## src/rtl/move_arbiter.sv

```systemverilog
// move_arbiter: resolves piece moves against the board, locks pieces, spawn game-over check.
// Optional LOCK_COUNTER_EN builds a saturating pieces_locked counter.
module move_arbiter #(
    parameter int V_COLS    = 10,
    parameter int H_ROWS    = 20,
    parameter int SPAWN_DLY = 2
) (
    input  logic        clk,
    input  logic        reset,
    input  logic        movement_request,
    input  logic        movement_intent,
    input  logic [4:0]  P1blk_v,
    input  logic [4:0]  P2blk_v,
    input  logic [4:0]  P3blk_v,
    input  logic [4:0]  P4blk_v,
    input  logic [4:0]  P1blk_h,
    input  logic [4:0]  P2blk_h,
    input  logic [4:0]  P3blk_h,
    input  logic [4:0]  P4blk_h,
    input  logic [2:0]  volatile_blk_color,
    output logic        movement_commit,
    output logic        movement_declined,
    output logic        movement_steal,
    output logic [4:0]  rd_v,
    output logic [4:0]  rd_h,
    input  logic        rd_occ,
    output logic        wr_en,
    output logic [4:0]  wr_v,
    output logic [4:0]  wr_h,
    output logic [2:0]  wr_color,
    output logic        lock_done,
    output logic        game_over,
    output logic [15:0] pieces_locked
);

    typedef enum logic [3:0] {
        S_IDLE,
        S_CHECK,
        S_DECIDE,
        S_COMMIT,
        S_DECLINE,
        S_LOCK,
        S_LOCK_DONE,
        S_HOLD,
        S_SPAWN_WAIT,
        S_SPAWN_CHK,
        S_SPAWN_END
    } state_t;

    state_t     state;
    state_t     state_nxt;
    logic [1:0] cnt;
    logic [7:0] dly_cnt;
    logic [4:0] in_v  [4];
    logic [4:0] in_h  [4];
    logic [4:0] lat_v [4];
    logic [4:0] lat_h [4];
    logic [4:0] com_v [4];
    logic [4:0] com_h [4];
    logic       intent_q;
    logic       collide;
    logic       game_over_q;
    logic [1:0] sidx;
    logic       sampling;
    logic       hit;
    logic       collide_f;
    logic       dly_last;

    always_comb begin
        in_v[0] = P1blk_v;
        in_v[1] = P2blk_v;
        in_v[2] = P3blk_v;
        in_v[3] = P4blk_v;
        in_h[0] = P1blk_h;
        in_h[1] = P2blk_h;
        in_h[2] = P3blk_h;
        in_h[3] = P4blk_h;
    end

    // rd_occ answers the address issued one cycle earlier, so it belongs to block cnt-1
    always_comb begin
        sidx      = cnt - 2'd1;
        sampling  = ((state == S_CHECK || state == S_SPAWN_CHK) && cnt != 2'd0)
                    || state == S_DECIDE || state == S_SPAWN_END;
        hit       = rd_occ
                    || (lat_v[sidx] >= 5'(V_COLS))
                    || (lat_h[sidx] >= 5'(H_ROWS));
        collide_f = collide | hit;
        dly_last  = (dly_cnt == 8'(SPAWN_DLY - 1));
    end

    always_ff @(posedge clk or negedge reset) begin
        if (!reset) begin
            state <= S_IDLE;
        end else begin
            state <= state_nxt;
        end
    end

    always_comb begin
        state_nxt = state;
        unique case (state)
            S_IDLE: begin
                if (movement_request) state_nxt = S_CHECK;
            end
            S_CHECK: begin
                if (cnt == 2'd3) state_nxt = S_DECIDE;
            end
            S_DECIDE: begin
                if (game_over_q)     state_nxt = S_DECLINE;
                else if (!collide_f) state_nxt = S_COMMIT;
                else if (intent_q)   state_nxt = S_DECLINE;
                else                 state_nxt = S_LOCK;
            end
            S_COMMIT, S_DECLINE: begin
                if (!movement_request) state_nxt = S_IDLE;
            end
            S_LOCK: begin
                if (cnt == 2'd3) state_nxt = S_LOCK_DONE;
            end
            S_LOCK_DONE: begin
                state_nxt = movement_request ? S_HOLD : S_SPAWN_WAIT;
            end
            S_HOLD: begin
                if (!movement_request) state_nxt = S_SPAWN_WAIT;
            end
            S_SPAWN_WAIT: begin
                if (dly_last) state_nxt = S_SPAWN_CHK;
            end
            S_SPAWN_CHK: begin
                if (cnt == 2'd3) state_nxt = S_SPAWN_END;
            end
            S_SPAWN_END: begin
                state_nxt = S_IDLE;
            end
            default: state_nxt = S_IDLE;
        endcase
    end

    always_comb begin
        movement_commit   = (state == S_COMMIT);
        movement_declined = (state == S_DECLINE);
        movement_steal    = (state == S_LOCK) || (state == S_LOCK_DONE)
                            || (state == S_HOLD);
        lock_done         = (state == S_LOCK_DONE);
        game_over         = game_over_q;
        rd_v              = 5'd0;
        rd_h              = 5'd0;
        wr_en             = 1'b0;
        wr_v              = 5'd0;
        wr_h              = 5'd0;
        wr_color          = 3'd0;
        if (state == S_CHECK || state == S_SPAWN_CHK) begin
            rd_v = lat_v[cnt];
            rd_h = lat_h[cnt];
        end
        if (state == S_LOCK) begin
            wr_en    = 1'b1;
            wr_v     = com_v[cnt];
            wr_h     = com_h[cnt];
            wr_color = volatile_blk_color;
        end
    end

    always_ff @(posedge clk or negedge reset) begin
        if (!reset) begin
            cnt     <= 2'd0;
            dly_cnt <= 8'd0;
        end else begin
            if (state == S_CHECK || state == S_SPAWN_CHK || state == S_LOCK) begin
                cnt <= cnt + 2'd1;
            end else begin
                cnt <= 2'd0;
            end
            if (state == S_SPAWN_WAIT) begin
                dly_cnt <= dly_cnt + 8'd1;
            end else begin
                dly_cnt <= 8'd0;
            end
        end
    end

    always_ff @(posedge clk or negedge reset) begin
        if (!reset) begin
            for (int i = 0; i < 4; i++) begin
                lat_v[i] <= 5'd0;
                lat_h[i] <= 5'd0;
                com_v[i] <= 5'd0;
                com_h[i] <= 5'd0;
            end
            intent_q    <= 1'b0;
            collide     <= 1'b0;
            game_over_q <= 1'b0;
        end else begin
            if (state == S_IDLE && movement_request) begin
                for (int i = 0; i < 4; i++) begin
                    lat_v[i] <= in_v[i];
                    lat_h[i] <= in_h[i];
                end
                intent_q <= movement_intent;
                collide  <= 1'b0;
            end else if (sampling) begin
                collide <= collide_f;
            end
            // new piece becomes both the check target and the last accepted position
            if (state == S_SPAWN_WAIT && dly_last) begin
                for (int i = 0; i < 4; i++) begin
                    lat_v[i] <= in_v[i];
                    lat_h[i] <= in_h[i];
                    com_v[i] <= in_v[i];
                    com_h[i] <= in_h[i];
                end
                collide <= 1'b0;
            end
            if (state == S_DECIDE && !game_over_q && !collide_f) begin
                for (int i = 0; i < 4; i++) begin
                    com_v[i] <= lat_v[i];
                    com_h[i] <= lat_h[i];
                end
            end
            if (state == S_SPAWN_END && collide_f) begin
                game_over_q <= 1'b1;
            end
        end
    end

`ifdef LOCK_COUNTER_EN
    logic [15:0] lock_cnt;

    always_ff @(posedge clk or negedge reset) begin
        if (!reset) begin
            lock_cnt <= 16'd0;
        end else if (state == S_LOCK_DONE && lock_cnt != 16'hFFFF) begin
            lock_cnt <= lock_cnt + 16'd1;
        end
    end

    assign pieces_locked = lock_cnt;
`else
    assign pieces_locked = 16'd0;
`endif

endmodule

```

## config.mk

```make
export PLATFORM = sky130hd
export DESIGN_NAME = move_arbiter
export DESIGN_NICKNAME = d
export VERILOG_FILES = /design/src/rtl/move_arbiter.sv
export SDC_FILE = /design/constraint.sdc
export NUM_CORES = 1
export LEC_CHECK = 0
export ABC_AREA = 1
export CORE_MARGIN = 8
export CORE_UTILIZATION = 55
export CTS_BUF_LIST = sky130_fd_sc_hd__clkbuf_8
export DETAILED_ROUTE_END_ITERATION = 12
export GPL_TIMING_DRIVEN = 1
export HOLD_SLACK_MARGIN = 0.05
export PLACE_DENSITY_LB_ADDON = 0.3
export SYNTH_ARGS = -nofsm -noshare
export SYNTH_HDL_FRONTEND = slang
export SYNTH_SLANG_ARGS = --single-unit
export TNS_END_PERCENT = 20
```

## constraint.sdc

```tcl
create_clock -name clk -period 2.7 [get_ports clk]
set_clock_uncertainty 0.1 [all_clocks]
set_input_delay 0.675 -clock clk [delete_from_list [all_inputs] [get_ports clk]]
set_output_delay 0.675 -clock clk [all_outputs]
set_load 0.01 [all_outputs]
```

Word level (Yosys, flattened, before mapping)
Index checks and enable logic that the tools add are counted.
Operators by class
  muxes and demuxes: 49
  $add $sub $neg: 3
  equality and inequality tests: 19
  $lt $le $gt $ge: 4
  reductions and logical operators: 23
  bitwise logic cells: 3
Operators with widths (number)
  $mux W20: 8
  $mux W5: 16
  $bmux W5 S2: 6
  $pmux W4 S9: 1
  $mux W4: 8
  $eq A4 B3 Y1 const B: 4
  $eq A4 B4 Y1 const B: 3
  $ne A2 B2 Y1 const B: 5
  $mux W3: 3
  $add A8 B1 Y8 const B: 1
  $eq A4 B2 Y1 const B: 2
  $eq A8 B1 Y1 const B: 1
  $logic_or A1 B1 Y1: 8
  $mux W8: 1
  $reduce_and A7 Y1: 1
  $ge A3 B3 Y1 const B: 2
  $logic_and A1 B1 Y1: 6
  $not A2 Y3: 2
  $reduce_bool A2 Y1: 3
  $ge A5 B4 Y1 const B: 1
  $ge A5 B5 Y1 const B: 1
  $mux W1: 5
  $eq A4 B1 Y1 const B: 1
  $logic_not A4 Y1: 1
  other kinds (9): 11
Word-level totals
  bits of input ports: 48
  output and inout bits: 45
  bits in registers: 97
  logic and storage cells: 123

Depth between registers and ports, before layout
Gate-level depths: netlist (run 1).
  depth in word-level cells: 12
  depth in mapped cells: 13
  depth with buffers taken out: 12

Worst setup path before layout (run 1)
No wires, ideal clock.
  path kind: register to output
  from: reg state[3]
  to: out wr_h[0]
  stages on the path, launching flop included: 7
  data required time: 1.925 ns
  path buffers: 1
  setup slack: 0.669 ns
  data arrival time: 1.256 ns
  cells stage by stage: dfrtp_1 inv_2 nand2_2 nor2_2 inv_1 clkbuf_1 a21oi_1
Between the ends
  word-level cells in the longest chain between the ends: 2
Ends and longest elaborated chain
  start: declaration: RTL line 50  | state_t state;
  start signal: assignment: RTL line 96  | state <= state_nxt;
  $eq A4 B3 Y1: RTL line 157  | if (state == S_LOCK) begin
  $mux W5: RTL line 157
  end: declaration: RTL line 29  | output logic [4:0] wr_h,
No other way between the ends.

Worst setup path in the final report (run 1)
  from: reg state[1]
  to: out wr_v[4]
Between the ends
  word-level cells in the longest chain between the ends: 2
Ends and longest elaborated chain
  $eq A4 B3 Y1: RTL line 157
  $mux W5: RTL line 157
  end: declaration: RTL line 28  | output logic [4:0] wr_v,
No other way between the ends.

==> summary.md, run 1 <==
| Metric | Value |
|---|---|
| Status | finished with violations |
| Failing checks | negative setup slack |
| Mapped Cells | 681 |
| Top sig layer | met4 |
| CTS H-tree lvls | 3 |
| Hold endpoint | dly_cnt[0] |
| Synth Flop Type | dfrtp_1 |
| Overflow after GRT | 0 |
| Yosys warns | 0 |
| Vias | 5,014 |
| Area delta synth->final | 19.6% |
| Setup violators final | 1 |
| Hold Crit Start | dly_cnt[0] |
| Layout cells sized above 1 | 12.2% |
| Post-synth EDFFs | 0 |
| Worst path max stage delay | 0.55 ns |
| Worst path depth | 7 |
| Combinational power share | 43.5% |
| Internal power | 3.36 mW |
| Fmax | 358 MHz |
| Tot Pwr | 5.75 mW |
| Commonest non-fill, non-tap cells in the layout | nand3_1 (125), nand2_1 (104), dfrtp_1 (94) |
| Root Buffer | clkbuf_8 |
| Worst hold stages | 1 |
| Register area share after synthesis | 45.0% |
| Startpoint Class | register |
| TritonRoute pass-1 iters | 5 |
| Clock transition at path regs | 0.09 ns |
| # port buffers | 76 |
| Sw frac | 41.5% |
| WL met3 | 1330 um |
| Post-route ant nets | 0 |
| Number of max-cap violations | 0 |
| First-pass GRT wire length | 23,500 um |
| Die area | 13,200 um2 |
| CP endpoint kind | output port |
| Synth async-reset ratio | 100% |
| Cell Chain, Critical Path | inv_2 -> nand2_1 -> nor2_4 -> inv_1 -> buf_12 -> a21oi_1 -> clkdlybuf4s50_1 |
| Diode count | 0 |
| Critical Path Source | state[1] |
| Reg2reg start | cnt[1] |
| Setup WS post-layout | -0.0900 ns |
| Dominant cells by area after synthesis | dfrtp_1 (45%), nand3_1 (12%), nand2_1 (7.2%) |
| Clk buf depth | 2 |
| Cell taking the most area after synthesis | dfrtp_1 |
| Clock Sink Count | 97 |
| CP max FO | 14 |
| Avg Inst Size Synth | 7.92 um2 |
| R2R depth | 9 |
| RSZ-0062 raised after global routing | yes |
| Pin count of the biggest net entering global routing | 51 |
| Slew Viols, Final | 0 |
| Netlist Area Pre-Place | 5390 um2 |
| CTS buffer count | 9 |
| RR Endpoint | com_h[2] |
| Tcrit/Tclk final | 103% |
| Starting Density | 55.9% |
| Starting DRT DRC Count | 528 |
| Final Hold Fails | 0 |
| Part of the power in registers | 39.4% |
| Design Area, Final | 6450 um2 |
| Placed Cells | 867 |
| Final wirelength | 14,600 um |
| Core box area | 9640 um2 |
| Routability cong. | 0.869 |
| Vias per Instance | 5.63 |
| Critical path data arrival time | 2.01 ns |
| Fin crit period | 2.79 ns |
| CP bufs+invs | 4 |
| Clock Power Share | 17.2% |
| Top cell type's share of synthesized area | 45.0% |
| Cell Count, Final, Fillers Out | 890 |
| CTS tree | done |
| Die H | 115 um |
| Net Sw Power | 2.39 mW |
| Most common library cell in the layout ignoring fill and taps | nand3_1 |
| Pleak | 3.15 nW |
| CP delay by family, top | buffers and inverters |
| #FFs+latches synth | 97 |
| Die width | 115 um |
| Vias in the first global route | 4,880 |
| CP Data Required Time | 1.92 ns |
| Initial antenna violation count | 0 |
| Worst setup path class | register to output port |
| Worst min path class | register to register |
| Setup TNS | -0.0900 ns |
| Met1 wire length | 6330 um |
| Peak supply drop | 0.394 mV |
| Slowest-stage cell, CP | clkdlybuf4s50_1 |
| Synth unique cells | 31 |
| DP Area | 6180 um2 |
| I/O Pins | 93 |
| Met2 WL | 6710 um |
| Pwr Density | 892 nW/um2 |
| Nets | 804 |
| Worst reg2reg setup slack | 0.29 ns |
| Wire per inst | 16.4 um |
| DRC errors left | 0 |
| Utilization after layout | 66.9% |
| Tot GR Track Use | 22.3% |
| Clk_lat worst skew | 0.36 ns |
| # rows | 36 |
| Dpl hpwl | 9870 um |
[Yosys cell counts (2+ instances only)]
cell type,count
inv_2,6
clkbuf_1,13
o21ai_2,4
a21oi_1,48
nand2_1,104
nand2_2,5
nand3_1,125
mux2_2,9
buf_1,5
nand2_4,2
o21ai_0,54
inv_1,49
nor2_4,2
ha_1,4
mux2_1,6
o21ai_1,22
buf_6,15
o22ai_1,2
dfrtp_1,97
nor2_2,4
buf_2,9
nor2_1,72
buf_4,16
[routing by layer]
| metal | global-route usage, % | vias up |
|---|---|---|
| met2 | 35.5 | 251 |
| li1 | - | 2356 |
| met4 | 7.71 | 0 |
| met3 | 4.31 | 26 |
| met5 | 0 | - |
| met1 | 29.7 | 2381 |
[power by group through the flow]
stage / clock, mW / sequential [mW] / combinational [mW]
after CTS: 1.00 / 2.24 / 2.45
after global routing: 1.07 / 2.32 / 2.77
final: 0.988 / 2.26 / 2.50
after floorplan: 0 / 2.16 / 1.78
after global placement: 0 / 2.24 / 2.40
after detailed placement: 0 / 2.26 / 2.44
[state kept, by name (all words and copies together) (netlist names)]
register / flops
lat_h: 20
state: 4
intent_q: 1
com_h: 20
lat_v: 20
game_over: 1
cnt: 2
collide: 1
dly_cnt: 8
com_v: 20
[how the worst max path moves through the flow]
| stage | end | slack, ns |
|---|---|---|
| floorplan | wr_h[0] | 0.67 |
| global placement | wr_color[0] | 0.13 |
| detailed placement | wr_color[2] | 0.12 |
| CTS | rd_v[3] | -0.21 |
| global route | wr_v[4] | -0.17 |
| finish | wr_v[4] | -0.09 |
[area by class of cell]
class	count	area [um2]
Tap cell	133	166
Timing Repair Buffer	101	1000
Multi-Input combinational cell	486	2420
Timing Repair inverter	2	15.0
Sequential cell	97	2430
Fill cell	831	3190
Inverter	55	210
Clock buffer	11	151
Clock inverter	5	53.8
[logic make-up (layout without fill, tap and decap cells)]
group	after synthesis	in the layout	share of synthesized area, %
adders and majority gates	4	4	0.928
DFF	97	97	45.0
buffers and inverters	113	174	11.3
muxes	15	15	3.13
AOI/OAI and AO/OA	132	132	12.8
and+or+nand+nor	319	319	26.8
other	1	16	0.0695
[per-stage QoR]
| stage | setup WS [ns] | hold WS [ns] |
|---|---|---|
| finish | -0.0900 | 0.396 |
| global route | -0.173 | 0.426 |
| CTS | -0.206 | 0.401 |
| detailed placement | 0.115 | 0.389 |
| global placement | 0.127 | 0.369 |
| floorplan | 0.669 | 0.279 |
[what timing repair did]
action | CTS | global route
hold buffers | 1 | 0
endpoints found under the setup margin | 23 | 20
gates cloned | 0 | 2
buffers inserted | 0 | 4
gates resized for setup | 12 | 33
endpoints found under the hold margin | 11 | 0
[worst reg2reg max path: cells and delay by family, from the launching register on]
family	cells	cell delay [ns]
and+or+nand+nor	4	0.55
adders and majority gates	1	0.36
DFF	1	0.49
buffers and inverters	4	0.80
(Power assumes the default switching activity.)
==> inputs of run 2 (changes only) <==
Settings changed: CAP_MARGIN from default to 30, CTS_CLUSTER_DIAMETER from default to 80.
==> results of run 2 <==
Final layout, timing and power as in run 1 (identical DEF).
==> inputs of run 3 (changes only) <==
Settings changed: GPL_ROUTABILITY_DRIVEN from default to 0, PLACE_DENSITY from default to 0.9, PLACE_DENSITY_LB_ADDON 0.3 to default.
==> run 3 against run 2 <==
The run still ends with negative setup slack left. Power rose by 2.1%. First-iteration DRC count is 18% higher. Via count increased by 5.0%. Count of clock-buffer cells in the layout is 1 lower. Sequential share of layout area is 0.27 points lower. Final area increased by 0.78%. Sequential cell count did not move. Sequential power about the same. Maximum frequency down 1.9%. Core utilization up 0.52 points. Hold slack worse by 0.18 ns. Combinational power grew 5%. Critical path type unchanged. Critical endpoint is now rd_v[4].
==> summary.md, run 3 (same netlist as run 1, synthesis figures left out) <==
| Metric | Value |
|---|---|
| Final wirelength | 16,000 um |
| Internal power | 3.37 mW |
| CP max FO | 14 |
| TritonRoute pass-1 iters | 6 |
| Startpoint Class | register |
| Clock Sink Count | 97 |
| Overflow after GRT | 0 |
| Die H | 115 um |
| Vias in the first global route | 5,314 |
| Clk buf depth | 2 |
| Tot GR Track Use | 24.5% |
| Diode count | 0 |
| # rows | 36 |
| R2R depth | 10 |
| CTS tree | done |
| Area taken by multi-input logic gates | 2420 um2 |
| Combinational power share | 44.6% |
| First-pass GRT wire length | 25,700 um |
| Setup WS post-layout | -0.145 ns |
| Pleak | 3.13 nW |
| Starting DRT DRC Count | 623 |
| Fmax | 352 MHz |
| Nets | 802 |
| Root Buffer | clkbuf_8 |
| Worst setup path class | register to output port |
| Setup TNS | -0.145 ns |
| Critical path data arrival time | 2.07 ns |
| Wire per inst | 18.1 um |
| CP endpoint kind | output port |
| Pre-CTS setup slack | 0.0654 ns |
| Number of max-cap violations | 0 |
| Net Sw Power | 2.50 mW |
| Part of the power in registers | 39.0% |
| Status | finished with violations |
| CP Data Required Time | 1.92 ns |
| Max-slew headroom | 54.9% |
| Dpl hpwl | 10,500 um |
| Slew Viols, Final | 0 |
| Vias per Instance | 5.94 |
| Initial antenna violation count | 0 |
| Failing checks | negative setup slack |
| Setup violators final | 1 |
| Most common library cell in the layout ignoring fill and taps | nand3_1 |
| Least-Margin Pin Slew | 0.677 ns |
| CTS H-tree lvls | 3 |
| # port buffers | 76 |
| Clock Power Share | 16.4% |
| Utilization after layout | 67.4% |
| Commonest non-fill, non-tap cells in the layout | nand3_1 (125), nand2_1 (104), dfrtp_1 (93) |
| DRC errors left | 0 |
| Pwr Density | 904 nW/um2 |
| Tcrit/Tclk final | 105% |
| Layout cells sized above 1 | 11.9% |
| Die area | 13,200 um2 |
| Final Hold Fails | 0 |
| Tot Pwr | 5.88 mW |
| Pin count of the biggest net entering global routing | 53 |
| Register area | 2430 um2 |
| Sw frac | 42.6% |
| Vias | 5,267 |
| Fin crit period | 2.84 ns |
| CTS buffer count | 9 |
| Area delta synth->final | 20.6% |
| Die width | 115 um |
| Clock transition at path regs | 0.09 ns |
| Clk_lat worst skew | 0.38 ns |
| Starting Density | 55.9% |
| Worst hold margin | 0.220 ns |
| Post-route ant nets | 0 |
| Fill cells | 765 |
| Peak supply drop | 0.567 mV |
| Core box area | 9640 um2 |
| I/O Pins | 93 |
| Worst min path class | primary input to async pin |
| RSZ-0062 raised after global routing | yes |
## run 3: repair_timing
action	CTS	global route
gates resized for setup	21	25
gates cloned	1	0
setup buffers	4	0
endpoints found under the hold margin	0	0
hold buffers	0	0
setup endpoints to repair	23	22
## run 3: path summary, 6_finish.rpt
kind	start	endpoint	slack, ns
min in group clk	dly_cnt[7]	dly_cnt[7]	0.39
setup / recovery	cnt[0]	rd_v[4]	-0.14
hold / removal	reset	lat_v[0]	0.22
hold reg to reg	dly_cnt[7]	dly_cnt[7]	0.39
setup reg to reg	dly_cnt[1]	com_v[1]	0.39
max in group asynchronous	reset	state[2]	1.66
## run 3: stage by stage
| stage | area, um2 | std cells |
|---|---|---|
| 6_report | 6500 | 887 |
| 3_3_place_gp | 6220 | 867 |
| 3_5_place_dp | 6220 | 867 |
| 4_1_cts | 6480 | 887 |
| 5_1_grt | 6500 | 887 |
| 2_1_floorplan | 5450 | 696 |
## run 3: final cells by class
| cell class | instances | share of cell area (%) |
|---|---|---|
| Sequential cell | 97 | 37.4 |
| Timing Repair Buffer | 100 | 16.4 |
| Clock buffer | 10 | 2.12 |
| Multi-Input combinational cell | 486 | 37.3 |
| Inverter | 55 | 3.29 |
| Tap cell | 133 | 2.56 |
| Timing Repair inverter | 1 | 0.115 |
| Clock inverter | 5 | 0.866 |
## run 3: worst max-delay path, cell delays in order, from the launching register on
cell             delay (ns)
dfrtp_2                0.44
inv_2                  0.07
buf_4                  0.19
a21oi_1                0.13
o21ai_0                0.11
a21oi_1                0.18
clkdlybuf4s50_1        0.57
## run 3: power by group through the flow
stage	combinational [mW]	clock, mW	sequential (mW)
after floorplan	1.78	0	2.16
after global placement	2.41	0	2.24
after detailed placement	2.50	0	2.28
after CTS	2.57	0.965	2.27
after global routing	2.85	1.02	2.34
final	2.62	0.964	2.29
## run 3: per-layer routing
layer  global-route usage, %  vias to the layer above  wire (um)
met4                    12.6                        0        571
met3                    4.73                       62       1730
met1                    29.6                     2442       5840
met5                       0                        -          0
li1                        -                     2358          -
met2                    40.7                      405       7870
